File: config.mk
export PLATFORM = sky130hd
export DESIGN_NAME = core_memory_arbiter
export DESIGN_NICKNAME = d
export VERILOG_FILES = /design/src/rtl/core_memory_pkg.sv /design/src/rtl/memory_region_decoder.sv /design/src/rtl/core_memory_arbiter.sv
export SDC_FILE = /design/constraint.sdc
export NUM_CORES = 1
export LEC_CHECK = 0
export CAP_MARGIN = 25
export CORE_ASPECT_RATIO = 2
export CORE_MARGIN = 2
export CORE_UTILIZATION = 25
export DETAILED_ROUTE_END_ITERATION = 10
export GPL_ROUTABILITY_DRIVEN = 0
export GPL_TIMING_DRIVEN = 1
export SETUP_SLACK_MARGIN = 0.2
export SLEW_MARGIN = 10
export SYNTH_ARGS = -nofsm -noshare
export SYNTH_HDL_FRONTEND = slang
export SYNTH_HIERARCHICAL = 1
export SYNTH_SLANG_ARGS = --single-unit
File: constraint.sdc
create_clock -name clk -period 2.13 [get_ports clk]
set_input_delay 0.426 -clock clk [delete_from_list [all_inputs] [get_ports clk]]
set_output_delay 0.426 -clock clk [all_outputs]
set_load 0.01 [all_outputs]
File: src/rtl/core_memory_pkg.sv
// ----------------------------------------------------------------------------
// core_memory_pkg
// Shared definitions for the core memory arbiter:
//   - arb_state_e        : arbiter FSM states (IDLE / ISSUE_x / RESP_x)
//   - ENC_IDLE, ENC_RESP_*: fixed encodings of the idle and response states
//   - REGION_*_TAG       : address bits [31:24] values that map onto the SRAM
//   - addr_in_region()   : region test used by the per-port decoders
//   - state_is_resp()    : true in either response state
// ----------------------------------------------------------------------------
package core_memory_pkg;

    // Only these two top-byte windows alias onto the SRAM; everything else
    // is reported back to the requester as an access fault.
    localparam logic [7:0] REGION_LOW_TAG  = 8'h00;
    localparam logic [7:0] REGION_HIGH_TAG = 8'h80;

    localparam logic [2:0] ENC_IDLE       = 3'd0;
    localparam logic [2:0] ENC_RESP_INSTR = 3'd3;
    localparam logic [2:0] ENC_RESP_DATA  = 3'd4;

    typedef enum logic [2:0] {
        IDLE        = ENC_IDLE,
        ISSUE_INSTR = 3'd1,
        ISSUE_DATA  = 3'd2,
        RESP_INSTR  = ENC_RESP_INSTR,
        RESP_DATA   = ENC_RESP_DATA
    } arb_state_e;

    // Index of each requester in per-port arrays.
    localparam int PORT_INSTR = 0;
    localparam int PORT_DATA  = 1;

    function automatic logic addr_in_region(input logic [31:0] addr);
        return (addr[31:24] == REGION_LOW_TAG) || (addr[31:24] == REGION_HIGH_TAG);
    endfunction

    function automatic logic state_is_resp(input arb_state_e s);
        return (s == RESP_INSTR) || (s == RESP_DATA);
    endfunction

endpackage

File: src/rtl/memory_region_decoder.sv
// ----------------------------------------------------------------------------
// memory_region_decoder
// Classifies a 32-bit byte address as SRAM-backed or faulting and extracts the
// SRAM word address (byte offset dropped, region tag dropped).
// Ports:
//   address_i       in  32                      requester byte address
//   in_region_o     out 1                       address maps onto the SRAM
//   local_address_o out LOCAL_ADDRESS_WIDTH-2   SRAM word address
// ----------------------------------------------------------------------------
module memory_region_decoder
    import core_memory_pkg::*;
#(
    parameter int LOCAL_ADDRESS_WIDTH = 24
) (
    input  logic [31:0]                    address_i,
    output logic                           in_region_o,
    output logic [LOCAL_ADDRESS_WIDTH-3:0] local_address_o
);

    // The SRAM is word-wide; byte lanes are chosen by byte select instead.
    logic unused_byte_offset;

    assign in_region_o        = addr_in_region(address_i);
    assign local_address_o    = address_i[LOCAL_ADDRESS_WIDTH-1:2];
    assign unused_byte_offset = ^address_i[1:0];

endmodule

File: src/rtl/core_memory_arbiter.sv
// ----------------------------------------------------------------------------
// core_memory_arbiter
// Shares one single-port synchronous SRAM between an instruction-fetch port
// and a load/store data port. Every access takes exactly two cycles from
// grant to its response cycle: grant (IDLE or RESP_x) -> ISSUE_x -> RESP_x.
// A new grant may be taken in a RESP cycle, so held requests stream
// back-to-back with one response every two cycles.
//
// Configuration:
//   MEM_ARB_ROUND_ROBIN_EN  defined   : simultaneous requests alternate,
//                                       starting with the data port.
//                           undefined : data port always wins a tie.
//
// Ports:
//   clk, rst_n                         clock, async active-low reset
//   instruction_memoryAddress  in  32  fetch byte address
//   instruction_memoryEnable   in  1   fetch request (held until done)
//   instruction_memoryDataRead out 32  fetch data, valid in RESP_INSTR
//   instruction_memoryBusy     out 1   request pending, not yet answered
//   instruction_memoryAccessFault out 1 out-of-region fetch (RESP cycle)
//   data_memoryAddress         in  32  load/store byte address
//   data_memoryByteSelect      in  4   byte lanes for stores
//   data_memoryEnable          in  1   load/store request
//   data_memoryWriteEnable     in  1   1 = store
//   data_memoryDataWrite       in  32  store data
//   data_memoryDataRead        out 32  load data, valid in RESP_DATA
//   data_memoryBusy            out 1
//   data_memoryAccessFault     out 1
//   sram_enable/writeEnable/byteSelect/address/dataWrite  SRAM command
//   sram_dataRead              in  32  SRAM read data, one cycle after read
// ----------------------------------------------------------------------------
module core_memory_arbiter
    import core_memory_pkg::*;
#(
    parameter int SRAM_ADDRESS_WIDTH = 24
) (
    input  logic                          clk,
    input  logic                          rst_n,

    input  logic [31:0]                   instruction_memoryAddress,
    input  logic                          instruction_memoryEnable,
    output logic [31:0]                   instruction_memoryDataRead,
    output logic                          instruction_memoryBusy,
    output logic                          instruction_memoryAccessFault,

    input  logic [31:0]                   data_memoryAddress,
    input  logic [3:0]                    data_memoryByteSelect,
    input  logic                          data_memoryEnable,
    input  logic                          data_memoryWriteEnable,
    input  logic [31:0]                   data_memoryDataWrite,
    output logic [31:0]                   data_memoryDataRead,
    output logic                          data_memoryBusy,
    output logic                          data_memoryAccessFault,

    output logic                          sram_enable,
    output logic                          sram_writeEnable,
    output logic [3:0]                    sram_byteSelect,
    output logic [SRAM_ADDRESS_WIDTH-3:0] sram_address,
    output logic [31:0]                   sram_dataWrite,
    input  logic [31:0]                   sram_dataRead
);

    localparam int WA = SRAM_ADDRESS_WIDTH - 2;

    // ------------------------------------------------------------------
    // Per-port address decode
    // ------------------------------------------------------------------
    logic [31:0]   port_addr      [2];
    logic [1:0]    port_in_region;
    logic [WA-1:0] port_word      [2];

    assign port_addr[PORT_INSTR] = instruction_memoryAddress;
    assign port_addr[PORT_DATA]  = data_memoryAddress;

    generate
        for (genvar gi = 0; gi < 2; gi++) begin : g_decode
            memory_region_decoder #(
                .LOCAL_ADDRESS_WIDTH(SRAM_ADDRESS_WIDTH)
            ) u_decoder (
                .address_i      (port_addr[gi]),
                .in_region_o    (port_in_region[gi]),
                .local_address_o(port_word[gi])
            );
        end
    endgenerate

    // ------------------------------------------------------------------
    // State and captured request
    // ------------------------------------------------------------------
    arb_state_e    state_q, state_d;
    logic [WA-1:0] addr_q, addr_d;
    logic [3:0]    be_q, be_d;
    logic          we_q, we_d;
    logic [31:0]   wdata_q, wdata_d;
    logic          fault_q, fault_d;

`ifdef MEM_ARB_ROUND_ROBIN_EN
    // 1 when the most recent grant went to the data port. Cleared at reset
    // so that the first tie goes to data.
    logic last_data_q, last_data_d;
`endif

    logic grant_instr;
    logic grant_data;
    logic grant_any;
    logic can_grant;

    // Selected request, valid only in a grant cycle.
    logic [WA-1:0] sel_addr;
    logic [3:0]    sel_be;
    logic          sel_we;
    logic [31:0]   sel_wdata;
    logic          sel_fault;

    // ------------------------------------------------------------------
    // Arbitration
    // ------------------------------------------------------------------
    always_comb begin
        grant_instr = 1'b0;
        grant_data  = 1'b0;
        // Gating with rst_n keeps the combinational grant path (and so the
        // SRAM address/data) quiet while reset is held.
        can_grant   = rst_n && ((state_q == IDLE) || state_is_resp(state_q));

        if (can_grant) begin
            if (data_memoryEnable && instruction_memoryEnable) begin
`ifdef MEM_ARB_ROUND_ROBIN_EN
                if (last_data_q) begin
                    grant_instr = 1'b1;
                end else begin
                    grant_data = 1'b1;
                end
`else
                grant_data = 1'b1;
`endif
            end else if (data_memoryEnable) begin
                grant_data = 1'b1;
            end else if (instruction_memoryEnable) begin
                grant_instr = 1'b1;
            end
        end
        grant_any = grant_instr | grant_data;
    end

    always_comb begin
        sel_addr  = port_word[PORT_INSTR];
        sel_be    = 4'b1111;
        sel_we    = 1'b0;
        sel_wdata = 32'h0;
        sel_fault = ~port_in_region[PORT_INSTR];
        if (grant_data) begin
            sel_addr  = port_word[PORT_DATA];
            sel_be    = data_memoryByteSelect;
            sel_we    = data_memoryWriteEnable;
            sel_wdata = data_memoryDataWrite;
            sel_fault = ~port_in_region[PORT_DATA];
        end
    end

    // ------------------------------------------------------------------
    // Next state and request capture
    // ------------------------------------------------------------------
    always_comb begin
        state_d = state_q;
        addr_d  = addr_q;
        be_d    = be_q;
        we_d    = we_q;
        wdata_d = wdata_q;
        fault_d = fault_q;
`ifdef MEM_ARB_ROUND_ROBIN_EN
        last_data_d = last_data_q;
`endif

        case (state_q)
            IDLE, RESP_INSTR, RESP_DATA: begin
                if (grant_data) begin
                    state_d = ISSUE_DATA;
                end else if (grant_instr) begin
                    state_d = ISSUE_INSTR;
                end else begin
                    state_d = IDLE;
                end
            end
            ISSUE_INSTR: state_d = RESP_INSTR;
            ISSUE_DATA:  state_d = RESP_DATA;
            default:     state_d = IDLE;
        endcase

        if (grant_any) begin
            addr_d  = sel_addr;
            be_d    = sel_be;
            we_d    = sel_we;
            wdata_d = sel_wdata;
            fault_d = sel_fault;
`ifdef MEM_ARB_ROUND_ROBIN_EN
            last_data_d = grant_data;
`endif
        end
    end

    always_ff @(posedge clk or negedge rst_n) begin
        if (!rst_n) begin
            state_q <= IDLE;
            addr_q  <= '0;
            be_q    <= '0;
            we_q    <= 1'b0;
            wdata_q <= '0;
            fault_q <= 1'b0;
        end else begin
            state_q <= state_d;
            addr_q  <= addr_d;
            be_q    <= be_d;
            we_q    <= we_d;
            wdata_q <= wdata_d;
            fault_q <= fault_d;
        end
    end

`ifdef MEM_ARB_ROUND_ROBIN_EN
    always_ff @(posedge clk or negedge rst_n) begin
        if (!rst_n) begin
            last_data_q <= 1'b0;
        end else begin
            last_data_q <= last_data_d;
        end
    end
`endif

    // ------------------------------------------------------------------
    // SRAM command
    // In the grant cycle the address/lanes/data already follow the selected
    // port, but the strobe stays low: the access is only committed in ISSUE
    // from the captured copy. That way a reset arriving before ISSUE ends
    // never lets a write reach the array, and the first cycle after reset
    // release (always IDLE) can never write.
    // ------------------------------------------------------------------
    always_comb begin
        sram_enable      = 1'b0;
        sram_writeEnable = 1'b0;
        sram_byteSelect  = 4'b0000;
        sram_address     = '0;
        sram_dataWrite   = 32'h0;

        if (grant_any) begin
            sram_byteSelect = sel_be;
            sram_address    = sel_addr;
            sram_dataWrite  = sel_wdata;
        end else if ((state_q == ISSUE_INSTR) || (state_q == ISSUE_DATA)) begin
            sram_enable      = ~fault_q;
            sram_writeEnable = we_q & ~fault_q;
            sram_byteSelect  = be_q;
            sram_address     = addr_q;
            sram_dataWrite   = wdata_q;
        end
    end

    // ------------------------------------------------------------------
    // Requester responses
    // Read data is forwarded only for successful reads in the owning port's
    // response cycle; stores and faults return zero.
    // ------------------------------------------------------------------
    always_comb begin
        instruction_memoryBusy        = instruction_memoryEnable && (state_q != RESP_INSTR);
        data_memoryBusy               = data_memoryEnable && (state_q != RESP_DATA);
        instruction_memoryAccessFault = (state_q == RESP_INSTR) && fault_q;
        data_memoryAccessFault        = (state_q == RESP_DATA) && fault_q;
        instruction_memoryDataRead    = 32'h0;
        data_memoryDataRead           = 32'h0;

        if ((state_q == RESP_INSTR) && !fault_q) begin
            instruction_memoryDataRead = sram_dataRead;
        end
        if ((state_q == RESP_DATA) && !fault_q && !we_q) begin
            data_memoryDataRead = sram_dataRead;
        end
    end

endmodule
# After elaboration in Yosys (flattened, before gate mapping)
# Cells that the tools add are included.
[op_classes] eq_ne=8 muxes=27 bitwise=5 n_reduce_logical=20
[op_table] op="two-way mux 32 bit" count=5
[op_table] op="two-way mux 22 bit" count=3
[op_table] op="equality test 8 bit, second input constant" count=2
[op_table] op="zero test 8 bit" count=2
[op_table] op="two-way mux 1 bit" count=14
[op_table] op="two-way mux 4 bit" count=3
[op_table] op="logical AND 1 bit" count=9
[op_table] op="case mux 3 bit (3 select lines)" count=1
[op_table] op="equality test 3 x 2 -> 1 bit, second input constant" count=2
[op_table] op="logical OR 1 bit" count=5
[op_table] op="equality test 3 x 1 -> 1 bit, second input constant" count=1
[op_table] op="equality test 3 bit, second input constant" count=1
[op_table] op="zero test 3 bit" count=1
[op_table] op="!= test 3 x 2 -> 1 bit, second input constant" count=1
[op_table] op="!= test 3 bit, second input constant" count=1
[op_table] op="NOT 1 bit" count=3
[op_table] op="OR reduction 3 bit" count=1
[op_table] op="zero test 1 bit" count=2
[op_table] op="two-way mux 2 bit" count=1
[op_table] op="AND 1 bit" count=1
[op_table] op="bitwise OR 1 bit" count=1
[totals] register_bits=63 word_cells=66

# Logic depth before layout (Yosys ltp)
# Gate-level depths: netlist (run 1).
[depth] depth_word=8 depth_mapped=7

# Hierarchy
# The synthesis (run 1) kept the hierarchy.
[by_module_without_submodules] module="core_memory_arbiter" n_inst=1 cells_per_inst=449 area_each_um2=4227.8 seq_area_each_um2=1576.5
[by_module_without_submodules] module="memory_region_decoder" n_inst=2 cells_per_inst=24 area_each_um2=185.2 seq_area_each_um2=0.0

# Least setup slack after synthesis (run 1)
# Ideal clock, no wire load.
[synth_timing] path_type="reg2out" from="reg state_q[1]" to="out sram_byteSelect[0]" arrival_ps=1571 path_slack_ps=133 stages_incl_launch_ff=7 path_buffers=3 path_cell_list="dfrtp_1 -> buf_6 -> or3b_4 -> a21o_1 -> buf_6 -> buf_6 -> a2bb2oi_1"
[synth_via] elab_chain_len=7 elab_cells_between_ends=15 classes_between="eq/ne: 4; mux: 5; bitwise: 1; reduce/logical: 5"
[synth_lines] element="start: declaration" line="core_memory_arbiter.sv:90" source="arb_state_e state_q, state_d;"
[synth_lines] element="start signal: assignment" line="core_memory_arbiter.sv:210" source="state_q <= state_d;"
[synth_lines] element="equality test 3 x 2 -> 1 bit or equality test 3 bit (tied branches)" line="core_memory_pkg.sv:38" source="return (s == RESP_INSTR) || (s == RESP_DATA);"
[synth_lines] element="logical OR 1 bit" line="core_memory_pkg.sv:38"
[synth_lines] element="logical OR 1 bit" line="core_memory_arbiter.sv:123" source="can_grant = rst_n && ((state_q == IDLE) || state_is_resp(state_q));"
[synth_lines] element="logical AND 1 bit" line="core_memory_arbiter.sv:123"
[synth_lines] element="two-way mux 1 bit" line="core_memory_arbiter.sv:125" source="if (can_grant) begin"
[synth_lines] element="two-way mux 4 bit or bitwise OR 1 bit (tied branches)" line="core_memory_arbiter.sv:151, core_memory_arbiter.sv:142"
[synth_lines] element="two-way mux 4 bit (*)" line="core_memory_arbiter.sv:244" source="if (grant_any) begin"
[synth_lines] element="end: declaration" line="core_memory_arbiter.sv:57" source="output logic [3:0] sram_byteSelect,"
# Every way passes the cells marked *; elsewhere a longest branch is shown, timed or not.

# Worst setup path in the final report (run 1)
[layout_timing] from="reg state_q[0]" to="out sram_dataWrite[17]"
[layout_via] elab_chain_len=7 elab_cells_between_ends=15 classes_between="eq/ne: 4; mux: 5; bitwise: 1; reduce/logical: 5"
[layout_lines] element="equality test 3 x 2 -> 1 bit or equality test 3 bit (tied branches)" line="core_memory_pkg.sv:38"
[layout_lines] element="logical OR 1 bit" line="core_memory_pkg.sv:38"
[layout_lines] element="logical OR 1 bit" line="core_memory_arbiter.sv:123"
[layout_lines] element="logical AND 1 bit" line="core_memory_arbiter.sv:123"
[layout_lines] element="two-way mux 1 bit" line="core_memory_arbiter.sv:125"
[layout_lines] element="two-way mux 32 bit or bitwise OR 1 bit (tied branches)" line="core_memory_arbiter.sv:151, core_memory_arbiter.sv:142"
[layout_lines] element="two-way mux 32 bit (*)" line="core_memory_arbiter.sv:244"
[layout_lines] element="end: declaration" line="core_memory_arbiter.sv:59" source="output logic [31:0] sram_dataWrite,"
# Marked as above.

==> flow_summary_export.csv, run 1 <==
group,metric,value,unit
logic_synthesis,async_flop_share,100,%
floorplanning,die_w,99.9,um
route,drc,0,
route,vias_per_cell,5.11,
timing,setup_tns,-29.98,ns
logic_synthesis,synthCells,497,
logic_synthesis,synth-seq-cells,63,
hold_path,hold_class,"in -> async",
timing,finalSetupViolations,125,
floorplanning,die_y,196,um
final_layout,diodes,0,
clock_tree,clk_pin_slew,0.06,ns
pwr,p_total,11600,uW
logic_synthesis,synth-main-ff-cell,"dfrtp_1",
pwr,p_per_area,1250,nW/um^2
worst_setup_path,crit_buf_inv,7,
timing,worstMarginPinSlew,0.510,ns
final_layout,nets,942,
logic_synthesis,yosysWarningCount,6,
final_layout,final_util,51.2,%
logic_synthesis,synth_top_area_cell,"dfrtp_1",
worst_setup_path,end_kind,"output port",
clock_tree,cts_max_path_buffers,2,
timing,hold_slack,0.127,ns
clock_tree,cts_hold_buf,0,
floorplanning,coreArea,18100,um^2
timing,rsz0062_at_grt,"true",
timing,fin_crit,2.56,ns
placed_design,port_buffers,258,
clock_tree,cts_sinks,63,
timing,max_clock_freq,0.390,GHz
logic_synthesis,ys_seq_area_share,34.3,%
timing,drv_slew,0,
logic_synthesis,netlist_area,4600,um^2
outcome,status,"finished, violations left",
logic_synthesis,synth-edff-count,0,
clock_tree,cts-root-buf,"clkbuf_16",
global_route,grt_antenna_before_repair,1,
route,postRouteAntennaNets,0,
global_route,overflow,0,
clock_tree,cts_htree_levels,3,
final_layout,final_cells,1025,
worst_setup_path,worstPathMaxFanout,6,
placed_design,hpwl,12600,um
worst_setup_path,path_class,"reg -> out",
route,vias,5240,
clock_tree,cts_buffers,9,
timing,period_share,120,%
worst_setup_path,slowest_stage,"dfrtp_1",
worst_setup_path,required,1.70,ns
logic_synthesis,syn_nets,634,
final_layout,areaGrowthSynthToFinish,102,%
route,wire_per_inst,20.2,um
worst_setup_path,path_delay_family,"buffers and inverters",
timing,final_hold_viol_count,0,
worst_setup_path,crit_path_start_kind,"flop",
clock_tree,cts_tree,"built",
floorplanning,rows,70,
logic_synthesis,post-synth-top-count-cell,"a22o_1",
timing,fin_ws,-0.431,ns
worst_setup_path,worst_path_most_repeated_cell,"buf_6",
worst_setup_path,cp.arrival,2.13,ns
floorplanning,start_util,25.4,%
logic_synthesis,synthTopCellsByArea,"dfrtp_1 (34%), a22o_1 (12%), buf_4 (7.5%)",
timing,relSlewSlack,66.0,%
global_route,grt_first_pass_wirelength,28900,um
logic_synthesis,synth_commonest_cells,"a22o_1 (65), dfrtp_1 (63), buf_4 (46)",
global_route,grt_max_degree,55,
route,drt_iter0_drc,144,
route,routed_wl,20700,um
placed_design,placed_cells,935,
job,maxCapViolCount,0,
route,dr.pass1.iters,4,
logic_synthesis,ys_types,37,
floorplanning,dieArea,19600,um^2
logic_synthesis,synth_top_area_share,34.3,%
timing,worst_clock_skew,0.00790,ns
worst_setup_path,slowest_delay,0.41,ns
final_layout,drive_gt1_share,50.8,%
outcome,violations,"setup timing",
pwr,ir_worst_vdd,0.000644,V
global_route,grt_pass1_vias,5197,
worst_setup_path,reg2reg_slack,0.09,ns
worst_setup_path,crit_path_cell_trace,"buf_6 -> nand3b_1 -> buf_6 -> a21oi_4 -> buf_6 -> buf_6 -> buf_8 -> buf_16 -> a22o_1 -> buf_2",
logic_synthesis,syn_avg_cell_area,9.25,um^2
pwr,leakagePower,0.00420,uW
global_route,grt_use_total,18.7,%
floorplanning,io_pins,265,
clock_tree,clkLatencyLatePin,0.33,ns
metal layers:
metal | vias to the layer above | wire length (um) | GRT usage (%)
li1 | 2412 | - | -
met1 | 2610 | 7360 | 21.6
met2 | 175 | 11800 | 34.4
met3 | 41 | 955 | 2.92
met4 | 2 | 571 | 6.54
met5 | - | 12 | 0
repair_timing:
| item | in CTS | in global routing |
|---|---|---|
| gates cloned | 12 | 8 |
| gates resized for setup | 595 | 188 |
| pin swaps | 29 | 66 |
| endpoints found under the setup margin | 128 | 176 |
| endpoints found under the hold margin | 0 | 0 |
| setup buffers | 38 | 18 |
final cells by class:
cell class,instances,area [um^2]
fillers,1650,8840
repair buffers,395,4130
multi-input cells,310,2920
flip-flops and latches,63,1580
well taps,216,270
clock buffers,12,256
inverters,26,97.6
clock inverters,3,42.5
flip-flops by register name (all words and copies together), names as in the netlist:
name and flops:
addr_q 22, we_q 1, fault_q 1, wdata_q 32, be_q 4, state_q 3
metrics by stage:
step | setup slack, ns | cell area [um^2]
after floorplan | 0.133 | 4710
after global placement | -0.542 | 7500
after detailed placement | -0.588 | 7500
after CTS | -0.421 | 8250
after global routing | -0.518 | 9290
final | -0.431 | 9290
power by group:
part	switching, uW	internal (uW)
clock	543	962
combinational	3670	4250
sequential	402	1750
cell usage in the layout (no fill, tap or decap), types with 16 or more instances in the layout:
master             n
inv_1             26
dfrtp_1           63
a22o_1            65
nand3b_1          24
and3_4            30
a22oi_1           16
buf_4             59
buf_6            112
clkdlybuf4s50_1  128
a21oi_1           17
and2_4            32
nand4bb_1         22
a21oi_2           20
buf_2             56
final timing paths:
kind / to / cells after the start / startpoint
worst max-delay path: sram_dataWrite[17] / 10 / state_q[0]
worst min-delay path: addr_q[15] / 3 / rst_n
worst max register to register: wdata_q[9] / 8 / state_q[0]
worst min register to register: be_q[1] / 1 / be_q[1]
max in group asynchronous: wdata_q[21] / 3 / rst_n
min in group clk: be_q[1] / 1 / be_q[1]
kinds of logic (layout without fill, tap and decap cells):
| kind of cell | after synthesis | after routing | synth area share (%) |
|---|---|---|---|
| compound gates | 150 | 150 | 24.1 |
| xor+xnor | 1 | 1 | 0.599 |
| buf+inv | 124 | 436 | 16.6 |
| flops | 63 | 63 | 34.3 |
| simple gates | 159 | 159 | 24.5 |
worst min-delay path, cell delays in order:
cell and delay [ns]:
buf_4 0.09, buf_4 0.11, buf_4 0.16
Power figures use the tool's default switching activity.
==> run 2: changes to the inputs <==
- ABC_AREA: not set -> 0
- CTS_BUF_LIST: not set -> sky130_fd_sc_hd__clkbuf_4 sky130_fd_sc_hd__clkbuf_8 sky130_fd_sc_hd__clkbuf_16
- DONT_BUFFER_PORTS: not set -> 1
==> flow_summary_export.csv, run 2 (same netlist as run 1, synthesis figures left out) <==
group,metric,value,unit
clock_tree,cts_buffers,9,
worst_setup_path,reg2reg_slack,0.24,ns
clock_tree,cts_max_path_buffers,2,
global_route,grt_first_pass_wirelength,23000,um
floorplanning,io_pins,265,
clock_tree,clk_pin_slew,0.06,ns
floorplanning,die_w,99.9,um
timing,fin_crit,2.36,ns
floorplanning,start_util,25.4,%
timing,finalSetupViolations,91,
timing,max_clock_freq,0.425,GHz
final_layout,n_fill_cell,1725,
hold_path,min_from,"data_memoryDataWrite[9]",
outcome,status,"finished, violations left",
worst_setup_path,path_delay_family,"buffers and inverters",
worst_setup_path,timing.rr.start,"state_q[1]",
clock_tree,cts_tree,"built",
worst_setup_path,crit_buf_inv,5,
timing,hold_slack,0.234,ns
final_layout,largest_reg_flops,32,
worst_setup_path,end_kind,"output port",
job,maxCapViolCount,0,
worst_setup_path,slowest_delay,0.44,ns
placed_design,port_buffers,0,
worst_setup_path,path_class,"reg -> out",
worst_setup_path,crit_path_cell_trace,"buf_6 -> buf_6 -> nand3b_1 -> buf_6 -> a21oi_4 -> buf_12 -> clkbuf_16 -> a22o_4",
worst_setup_path,r2r-end,"wdata_q[2]",
final_layout,multiInputGateArea,3300,um^2
worst_setup_path,crit_path_start_kind,"flop",
global_route,grt_antenna_before_repair,0,
worst_setup_path,slowest_stage,"dfrtp_2",
timing,period_share,111,%
worst_setup_path,required,1.70,ns
pwr,leakagePower,0.00274,uW
route,wire_per_inst,24.5,um
timing,worst_clock_skew,0.00996,ns
hold_path,holdPathEnd,"wdata_q[9]",
route,routed_wl,17100,um
timing,drv_slew,0,
route,vias_per_cell,5.69,
worst_setup_path,rr_worst_depth,6,
global_route,overflow,0,
worst_setup_path,worstPathMaxFanout,8,
floorplanning,rows,70,
final_layout,nets,616,
timing,worstMarginPinSlew,0.511,ns
placed_design,hpwl,9930,um
route,drc,0,
route,postRouteAntennaNets,0,
route,vias,3984,
clock_tree,cts_sinks,63,
final_layout,mostFrequentLayoutCell,"dfrtp_1",
hold_path,worstHoldPathCells,1,
clock_tree,clkLatencyLatePin,0.33,ns
final_layout,drive_gt1_share,52.7,%
placed_design,place_ws,0.109,ns
placed_design,placed_cells,634,
timing,rsz0062_at_grt,"true",
outcome,violations,"setup timing",
pwr,p_per_area,1490,nW/um^2
final_layout,mostFrequentLayoutCells,"dfrtp_1 (61), and3_4 (33), and2_4 (33), a22o_1 (33), a22o_4 (32)",
global_route,grt_pass1_vias,3949,
final_layout,seq_area,1580,um^2
pwr,ir_worst_vdd,0.000669,V
route,drt_iter0_drc,138,
final_layout,top_regs,"wdata_q x32, addr_q x22, be_q x4",
route,dr.pass1.iters,5,
pwr,p_total,9830,uW
timing,fin_ws,-0.225,ns
global_route,grt_max_degree,64,
final_layout,areaGrowthSynthToFinish,43.8,%
clock_tree,cts_htree_levels,3,
final_layout,regMostFlops,"wdata_q",
clock_tree,cts-root-buf,"clkbuf_16",
final_layout,diodes,0,
worst_setup_path,worst_path_most_repeated_cell,"buf_6",
floorplanning,dieArea,19600,um^2
timing,final_hold_viol_count,0,
final_layout,final_util,36.5,%
floorplanning,die_y,196,um
global_route,grt_use_total,15.3,%
hold_path,hold_class,"in -> reg",
timing,relSlewSlack,65.6,%
floorplanning,coreArea,18100,um^2
worst_setup_path,crit_cells,8,
final_layout,final_cells,700,
worst_setup_path,cp.arrival,1.93,ns
## run 2: cell count changes in the layout (fill, tap and decap cells not counted), moves of 8 or more
cell             before  now
a21oi_2              20    0
a21oi_4               9   23
a22o_1               65   33
a22o_4                0   32
a22oi_1              16    0
a22oi_2               6   22
buf_2                56    0
buf_4                59   22
buf_6               112   14
buf_8                 9    1
clkdlybuf4s50_1     128    0
nand3_1               9   19
nand3_4              10    0
## run 2: worst max-delay path by stage
stage,start,end,slack (ns)
floorplan,state_q[1],sram_byteSelect[0],0.13
global placement,rst_n,sram_address[2],0.13
detailed placement,state_q[0],sram_address[2],0.11
CTS,state_q[0],sram_address[2],-0.22
global route,state_q[0],sram_dataWrite[29],-0.30
finish,state_q[0],sram_dataWrite[29],-0.23
## run 2: per-stage QoR
stage / area, um^2 / TNS (ns)
2_1_floorplan: 4710 / 0
3_3_place_gp: 4540 / 0
3_5_place_dp: 4540 / 0
4_1_cts: 5940 / -14.34
5_1_grt: 6610 / -21.23
6_report: 6610 / -15.20
## run 2: layout make-up
cell class / instances / share of cell area (%)
multi-input cells: 311 / 50.0
inverters: 26 / 1.53
clock buffers: 11 / 3.73
clock inverters: 5 / 0.511
well taps: 216 / 4.09
repair buffers: 68 / 16.3
flip-flops and latches: 63 / 23.9
## run 2: repair_timing
| action | 4_1_cts | 5_1_grt |
|---|---|---|
| cloned | 10 | 9 |
| gates resized for setup | 140 | 68 |
| setup endpoints to repair | 127 | 153 |
| endpoints found under the hold margin | 63 | 0 |
| pin swaps | 47 | 70 |
| setup buffers | 17 | 12 |
| hold buffers | 2 | 0 |
## run 2: report_power, final
group / internal (uW) / switching [uW] / total (uW) / leakage [uW]
registers: 1760 / 444 / 2200 / 0.000750
logic: 3020 / 3230 / 6260 / 0.00185
clock network: 829 / 544 / 1370 / 0.000135
total: 5610 / 4220 / 9830 / 0.00274
## run 2: metal layers
metal | up-vias | routed length [um] | global-route usage [%]
li1 | 1767 | - | -
met1 | 2027 | 6550 | 17.6
met2 | 170 | 9350 | 27.8
met3 | 20 | 924 | 2.64
met4 | 0 | 312 | 5.43
met5 | - | 0 | 0
==> run 3: changes to the inputs <==
- CORE_MARGIN: 2 -> not set
==> flow_summary_export.csv, run 3 (same netlist as run 1, synthesis figures left out) <==
group,metric,value,unit
outcome,status,"finished, violations left",
outcome,violations,"DRC, setup timing",
timing,fin_ws,-0.217,ns
floorplanning,start_util,25.7,%
placed_design,hpwl,9830,um
hold_path,min_from,"data_memoryDataWrite[12]",
global_route,grt_max_degree,64,
worst_setup_path,slowest_stage,"dfrtp_1",
final_layout,mostFrequentLayoutCell,"a22o_1",
global_route,grt_pass1_vias,4081,
route,wire_per_inst,23.6,um
job,maxCapViolCount,0,
worst_setup_path,r2r-end,"wdata_q[20]",
global_route,use_met3,3.39,%
final_layout,largest_reg_flops,32,
final_layout,n_fill_cell,1756,
worst_setup_path,cp.arrival,1.92,ns
final_layout,nets,621,
pwr,p_per_area,1520,nW/um^2
worst_setup_path,timing.rr.start,"state_q[0]",
route,vias_per_cell,5.59,
hold_path,worstHoldPathCells,1,
global_route,busiest_layer,"met2",
timing,period_share,110,%
clock_tree,cts-root-buf,"clkbuf_16",
clock_tree,cts_sinks,63,
timing,max_clock_freq,0.426,GHz
placed_design,dpl_cell_area,4570,um^2
final_layout,regMostFlops,"wdata_q",
global_route,overflow,0,
global_route,grtUsageMet1,17.6,%
floorplanning,rows,69,
floorplanning,coreArea,17900,um^2
worst_setup_path,end_kind,"output port",
clock_tree,cts_max_path_buffers,2,
final_layout,post-route-cell-area,6340,um^2
final_layout,areaGrowthSynthToFinish,37.9,%
clock_tree,cts_buffers,9,
worst_setup_path,path_class,"reg -> out",
global_route,grtUsageMet2,32.2,%
floorplanning,io_pins,265,
worst_setup_path,crit_path_start_kind,"flop",
floorplanning,dieArea,19000,um^2
worst_setup_path,path_delay_family,"buffers and inverters",
route,drc,18,
worst_setup_path,reg2reg_slack,0.16,ns
floorplanning,die_w,97.9,um
global_route,grt_use_total,16.7,%
clock_tree,clkLatencyLatePin,0.33,ns
pwr,ir_worst_vdd,0.000556,V
final_layout,diodes,0,
route,vias,3927,
final_layout,drive_gt1_share,45.4,%
final_layout,mostFrequentLayoutCells,"a22o_1 (64), dfrtp_1 (62), and3_4 (33), and2_4 (33)",
worst_setup_path,crit_path_cell_trace,"buf_6 -> or2_4 -> buf_8 -> buf_4 -> buf_12 -> a22oi_2 -> a21oi_4",
clock_tree,cts_htree_levels,3,
final_layout,multiInputGateArea,3010,um^2
timing,worstMarginPinSlew,0.477,ns
hold_path,hold_class,"in -> reg",
timing,final_hold_viol_count,0,
timing,rsz0062_at_grt,"true",
worst_setup_path,slowest_delay,0.42,ns
timing,drv_slew,0,
route,dr.pass1.iters,7,
floorplanning,die_y,194,um
timing,relSlewSlack,68.1,%
timing,fin_crit,2.35,ns
placed_design,port_buffers,0,
hold_path,holdPathEnd,"wdata_q[12]",
timing,finalSetupViolations,108,
final_layout,seq_area,1580,um^2
pwr,leakagePower,0.00261,uW
route,routed_wl,16600,um
worst_setup_path,worstPathMaxFanout,13,
worst_setup_path,rr_worst_depth,7,
timing,hold_slack,0.235,ns
route,drt_iter0_drc,157,
worst_setup_path,crit_buf_inv,4,
global_route,grt_antenna_before_repair,0,
worst_setup_path,required,1.70,ns
route,postRouteAntennaNets,0,
final_layout,top_regs,"wdata_q x32, addr_q x22, be_q x4",
global_route,grt_first_pass_wirelength,24400,um
clock_tree,cts_tree,"built",
timing,worst_clock_skew,0.00846,ns
clock_tree,clk_pin_slew,0.06,ns
[run 3: changes by cell type in the layout (fill, tap and decap cells not counted), moves of 2 or more]
cell	change
a22o_1	+31
a22o_4	-31
nand3_1	+6
nand3_2	-6
buf_6	+4
clkbuf_16	-4
buf_16	-3
a2bb2oi_2	-2
a2bb2oi_4	+2
buf_12	+2
buf_4	+2
buf_8	+2
bufbuf_16	+2
[run 3: power breakdown]
| part | leakage [uW] | switching, uW | total [uW] | internal (uW) |
|---|---|---|---|---|
| sequential | 0.000752 | 353 | 2110 | 1750 |
| combinational | 0.00171 | 3130 | 6020 | 2890 |
| clock | 0.000144 | 561 | 1490 | 931 |
[run 3: worst max-delay path by stage]
stage	from	endpoint	slack, ns	cells after the start
floorplan	state_q[1]	sram_byteSelect[0]	0.13	6
global placement	state_q[1]	sram_address[20]	0.11	5
detailed placement	state_q[1]	sram_address[20]	0.06	5
CTS	state_q[1]	data_memoryDataRead[3]	-0.24	6
global route	state_q[1]	sram_dataWrite[15]	-0.26	6
finish	state_q[1]	sram_address[1]	-0.22	7
[run 3: timing repair]
action,4_1_cts,5_1_grt
pin swaps,18,58
endpoints found under the hold margin,63,0
endpoints found under the setup margin,127,154
resized for setup,142,28
setup buffers,25,11
hold buffers,2,0
gates cloned,12,3
[run 3: through the flow]
stage          cells  utilization, %  TNS [ns]  worst slack, ns  total power, uW
5_1_grt          702            35.5    -22.57           -0.260            10100
6_report         702            35.5    -15.44           -0.217             9610
3_3_place_gp     633            25.6         0            0.110             5900
3_5_place_dp     633            25.6         0           0.0581             6020
2_1_floorplan    497               -         0            0.133             5210
4_1_cts          688            34.0    -17.70           -0.238             9090
[run 3: worst register-to-register path, delay by kind of cell, from the launching register on]
kind	cells	cell delay, ns
and+or+nand+nor	1	0.43
AOI/OAI and AO/OA	2	0.44
buffers and inverters	4	0.55
DFF	1	0.44
[run 3: routing by layer]
metal  vias up  routed length, um
li1       1762                  -
met1      1971               6020
met2       174               9410
met3        20                851
met4         0                278
met5         -                  0
[run 3: final cells by class]
cell class / count / share of cell area (%)
inverters: 26 / 1.54
clock buffers: 10 / 3.77
well taps: 213 / 4.20
repair buffers: 73 / 17.2
multi-input cells: 311 / 47.5
flip-flops and latches: 63 / 24.9
clock inverters: 6 / 0.947
